<file path="src/rtl/mac_tx_arbiter.sv">
// Round-robin owner of the single MAC TX send port, shared by the ARP and IP frame builders.
// Forwards the owner's byte stream with one cycle of registered latency and enforces a guard gap after every frame.
module mac_tx_arbiter #(
  parameter int P_GAP_CYCLES    = 32,
  parameter int P_START_TIMEOUT = 64
) (
  input  logic        i_clk,
  input  logic        i_rst,
  input  logic        i_arp_req,
  input  logic [7:0]  i_arp_data,
  input  logic [15:0] i_arp_len,
  input  logic        i_arp_valid,
  input  logic        i_arp_last,
  output logic        o_arp_grant,
  input  logic        i_ip_req,
  input  logic [7:0]  i_ip_data,
  input  logic [15:0] i_ip_len,
  input  logic        i_ip_valid,
  input  logic        i_ip_last,
  output logic        o_ip_grant,
  output logic [15:0] o_send_type,
  output logic [7:0]  o_send_data,
  output logic [15:0] o_send_len,
  output logic        o_send_last,
  output logic        o_send_valid,
  output logic        o_timeout
);
  typedef enum logic [1:0] {S_IDLE, S_WAIT, S_SEND, S_GAP} state_t;

  localparam logic [15:0] ETYPE_ARP = 16'h0806;
  localparam logic [15:0] ETYPE_IP  = 16'h0800;
  localparam logic [15:0] GAP_END   = 16'(P_GAP_CYCLES - 1);
  localparam logic [15:0] START_END = 16'(P_START_TIMEOUT - 1);

  state_t      state;
  logic        owner_ip;
  logic        rr_ip_first;
  logic [15:0] start_cnt;
  logic [15:0] gap_cnt;

  logic        own_valid;
  logic        own_last;
  logic [7:0]  own_data;
  logic [15:0] own_len;
  logic        in_frame;
  logic        fwd;
  logic        pick_ip;

  // Only the current owner's stream is visible downstream; the other side is ignored entirely.
  always_comb begin
    own_valid = i_arp_valid;
    own_last  = i_arp_last;
    own_data  = i_arp_data;
    own_len   = i_arp_len;
    if (owner_ip) begin
      own_valid = i_ip_valid;
      own_last  = i_ip_last;
      own_data  = i_ip_data;
      own_len   = i_ip_len;
    end
  end

  assign in_frame = (state == S_WAIT) || (state == S_SEND);
  assign fwd      = in_frame && own_valid;
  assign pick_ip  = i_ip_req && (!i_arp_req || rr_ip_first);

  always_ff @(posedge i_clk) begin
    if (i_rst) begin
      state        <= S_IDLE;
      owner_ip     <= 1'b0;
      rr_ip_first  <= 1'b0;
      start_cnt    <= 16'd0;
      gap_cnt      <= 16'd0;
      o_arp_grant  <= 1'b0;
      o_ip_grant   <= 1'b0;
      o_send_type  <= 16'd0;
      o_send_data  <= 8'd0;
      o_send_len   <= 16'd0;
      o_send_last  <= 1'b0;
      o_send_valid <= 1'b0;
      o_timeout    <= 1'b0;
    end else begin
      o_timeout    <= 1'b0;
      o_send_valid <= fwd;
      o_send_data  <= fwd ? own_data : 8'h00;
      o_send_last  <= fwd && own_last;

      // Frame header is captured from the first accepted beat and held until the next frame starts.
      if (state == S_WAIT && own_valid) begin
        o_send_type <= owner_ip ? ETYPE_IP : ETYPE_ARP;
        o_send_len  <= own_len;
      end

      case (state)
        S_IDLE: begin
          if (i_arp_req || i_ip_req) begin
            owner_ip    <= pick_ip;
            rr_ip_first <= !pick_ip;
            o_arp_grant <= !pick_ip;
            o_ip_grant  <= pick_ip;
            start_cnt   <= 16'd0;
            state       <= S_WAIT;
          end
        end
        S_WAIT: begin
          if (own_valid) begin
            if (own_last) begin
              o_arp_grant <= 1'b0;
              o_ip_grant  <= 1'b0;
              gap_cnt     <= 16'd0;
              state       <= S_GAP;
            end else begin
              state <= S_SEND;
            end
          end else if (start_cnt >= START_END) begin
            o_arp_grant <= 1'b0;
            o_ip_grant  <= 1'b0;
            o_timeout   <= 1'b1;
            gap_cnt     <= 16'd0;
            state       <= S_GAP;
          end else if (start_cnt != 16'hFFFF) begin
            start_cnt <= start_cnt + 16'd1;
          end
        end
        S_SEND: begin
          if (own_valid && own_last) begin
            o_arp_grant <= 1'b0;
            o_ip_grant  <= 1'b0;
            gap_cnt     <= 16'd0;
            state       <= S_GAP;
          end
        end
        S_GAP: begin
          if (gap_cnt >= GAP_END) begin
            state <= S_IDLE;
          end else if (gap_cnt != 16'hFFFF) begin
            gap_cnt <= gap_cnt + 16'd1;
          end
        end
        default: state <= S_IDLE;
      endcase
    end
  end
endmodule

</file>
<file path="config.mk">
export PLATFORM = sky130hd
export DESIGN_NAME = mac_tx_arbiter
export DESIGN_NICKNAME = d
export VERILOG_FILES = /design/src/rtl/mac_tx_arbiter.sv
export SDC_FILE = /design/constraint.sdc
export NUM_CORES = 1
export LEC_CHECK = 0
export ABC_AREA = 1
export BUFFER_PORTS_ARGS = -buffer_cell sky130_fd_sc_hd__buf_2
export CAP_MARGIN = 10
export CORE_MARGIN = 10
export CORE_UTILIZATION = 50
export CTS_CLUSTER_DIAMETER = 50
export DETAILED_ROUTE_END_ITERATION = 16
export PLACE_DENSITY = 0.91
export SYNTH_ARGS = -nofsm -noshare
export SYNTH_HDL_FRONTEND = slang
export SYNTH_SLANG_ARGS = --single-unit
</file>
<file path="constraint.sdc">
create_clock -name i_clk -period 2 [get_ports i_clk]
set_clock_uncertainty 0.15 [all_clocks]
set_input_delay 0.1 -clock i_clk [delete_from_list [all_inputs] [get_ports i_clk]]
set_output_delay 0.1 -clock i_clk [all_outputs]
set_load 0.02 [all_outputs]
</file>
==> metrics.md <==
| Metric | Value |
|---|---|
| Outcome | `complete, but fails checks` |
| Failing checks | `setup timing` |
| Vias/cell | `6.35` |
| Crit end category | `flop` |
| Initial antenna violation count | `0` |
| Tot Pwr | `5.31 mW` |
| Crit Path Class | `reg -> reg` |
| Final setup violation count | `9` |
| Leakage | `2.01 nW` |
| Gp weighted congestion | `0.918` |
| FP Rows | `28` |
| Ys flop type | `dfxtp_1` |
| Sinks on the clock net | `67` |
| Clk root buf | `clkbuf_8` |
| Cts bufs inserted | `9` |
| Cell taking the most area after synthesis | `dfxtp_1` |
| Post-synth EDFFs | `0` |
| Seq/Total Area, Yosys | `43.0%` |
| Maximum fanout along the worst path | `4` |
| Vias in the first global route | `3833` |
| Arrival @ worst endpoint | `2250 ps` |
| Die Width | `99.0 um` |
| Htree depth | `3` |
| Placed cell count | `572` |
| Yosys top cell area share | `43.0%` |
| Worst skew pair latency | `360 ps` |
| Post-DP HPWL | `6.07 mm` |
| Util after Layout | `71.3%` |
| Synth area leaders | `dfxtp_1 43%, nand2_1 14%, nor2_1 6.9%` |
| CTS tree | `done` |
| WL final | `14.6 mm` |
| Final hold vios | `0` |
| P&R area growth vs syn | `37.1%` |
| Grt total ovfl | `0` |
| Drt wl/cell | `22.8 um` |
| Post-route cell area | `0.00427 sq mm` |
| Routed Antenna Nets | `0` |
| Layout cells sized above 1 | `24.6%` |
| Synth async-reset ratio | `0%` |
| Number of max-cap violations | `0` |
| Largest net degree at the start of global routing | `36` |
| Part of the cycle the worst path needs | `108%` |
| Die H | `99.0 um` |
| DIE AREA | `0.00979 sq mm` |
| Synth warn | `0` |
| Minimum clock period | `2160 ps` |
| Hold WC Path Type | `in -> reg` |
| Cell with the most instances after synthesis | `nand2_1` |
| Mapped cell area | `0.00312 sq mm` |
| Worst slew pin tran | `734 ps` |
| Worst Setup Start Kind | `flop` |
| Fmax achieved | `464 MHz` |
| Placed inst area | `0.00352 sq mm` |
| Input/output buffers | `87` |
| Final Non-Filler Cells | `640` |
| Setup WS pre-CTS | `171 ps` |
| Syn Area/Cell | `7.33 sq um` |
| Pins Over Slew Limit | `0` |
| # DRC | `0` |
| Fin nets | `624` |
| Core area | `0.00599 sq mm` |
| Detailed Routing Iterations Pass 1 | `7` |
| First-pass GRT wire length | `20.1 mm` |
| Minimum setup slack among reg-to-reg paths | `-160 ps` |
| Yosys reg bits | `67` |
| Fill cells | `319` |
| Top cells by count, synth | `115 x nand2_1, 67 x dfxtp_1, 57 x nor2_1` |
| Vias | `4063` |
| Max rail drop VDD | `876 uV` |
| Clock transition at the registers of the reported paths | `70 ps` |
| CTS max path bufs | `2` |
| Initial Utilization | `52.0%` |
| CP required | `2100 ps` |
| Gr usage total | `24.9%` |
| Number of DRC markers in iteration 0 | `893` |
| Antenna diode count | `0` |
| Post-synthesis cell count | `425` |
| Io pins | `101` |
| Synth cell types | `32` |
| Slew headroom | `51.0%` |
| Final setup margin | `-155 ps` |
| PD cells | `1240 mW/mm^2` |
[final timing paths]
kind / startpoint / depth (start not counted) / to
setup / recovery: state[1]$_SDFFE_PP0P_ / 9 / state[1]$_SDFFE_PP0P_
hold / removal: i_arp_valid / 6 / o_timeout$_SDFF_PP0_
setup reg to reg: state[1]$_SDFFE_PP0P_ / 9 / state[1]$_SDFFE_PP0P_
hold reg to reg: start_cnt[11]$_SDFFE_PP0P_ / 2 / start_cnt[11]$_SDFFE_PP0P_
[report_power, final]
part / internal (mW) / switching [mW] / total [mW]
registers: 1.55 / 0.194 / 1.74
logic: 0.717 / 1.74 / 2.46
clock network: 0.565 / 0.547 / 1.11
[placed cells by master (no fill, tap or decap), types with 4 or more instances in the layout]
cell	synthesis	routed
inv_2	5	4
dlygate4sd3_1	0	51
nand3_1	14	14
conb_1	1	13
nand2_2	8	7
nor3_1	8	7
a31oi_1	16	16
nor2_1	57	56
buf_2	2	87
ha_1	7	6
inv_1	30	30
buf_4	14	4
o21ai_0	19	18
nand4_1	4	4
dfxtp_1	67	64
clkbuf_8	0	9
nand2_1	115	115
a21oi_1	22	21
[flip-flops by register name, summed over array words and instances (netlist names)]
register and cells:
o_ip_grant 1, o_arp_grant 1, o_send_data 8, rr_ip_first 1, gap_cnt 16, state 2
owner_ip 1, o_send_len 16, o_send_type 2, start_cnt 16, o_send_last 1, o_timeout 1
o_send_valid 1
[worst max-delay path, stage by stage, from the launching register on]
cell and delay (ps):
dfxtp_2 410, inv_1 160, ha_1 240, inv_1 160, nor3_2 80, a21oi_2 160
nand3_1 200, inv_1 190, nand2_1 90, a21oi_1 210
[layer usage]
metal	vias up	global-route usage, %	wire length (um)
met5	-	0	0
met4	0	14.4	1170
met3	142	9.85	2360
met2	520	39.4	6380
met1	1804	27.6	4660
li1	1597	-	-
[per-stage QoR]
step / hold slack (ps) / TNS (ps)
floorplan: 94.6 / 0
CTS: 31.0 / 0
detailed placement: 210 / 0
global route: 80.3 / -3140
finish: 65.8 / -506
global placement: 200 / 0
[cell type report]
| type | count | area, sq um | share of cell area, % |
|---|---|---|---|
| multi-input cells | 304 | 1520 | 35.7 |
| repair buffers | 142 | 976 | 22.8 |
| repair inverters | 1 | 5.00 | 0.117 |
| clock inverters | 5 | 55.1 | 1.29 |
| flip-flops and latches | 67 | 1350 | 31.5 |
| inverters | 36 | 143 | 3.34 |
| clock buffers | 10 | 128 | 2.99 |
| well taps | 75 | 93.8 | 2.20 |
[kinds of logic (layout without fill, tap and decap cells)]
| logic type | after synthesis | in the layout | synth area share, % |
|---|---|---|---|
| other cells | 1 | 13 | 0.120 |
| xor+xnor | 4 | 4 | 1.12 |
| compound gates | 63 | 63 | 11.2 |
| simple gates | 217 | 217 | 31.1 |
| buf+inv | 66 | 194 | 10.6 |
| fa+ha+maj | 7 | 7 | 2.81 |
| flops | 67 | 67 | 43.0 |
[repair_timing]
item	4_1_cts	5_1_grt
hold endpoints to repair	39	0
setup endpoints to repair	0	36
hold buffers	51	0
setup buffers	0	1
resized for setup	0	14
Note: power is estimated with default switching activity, not from simulation.
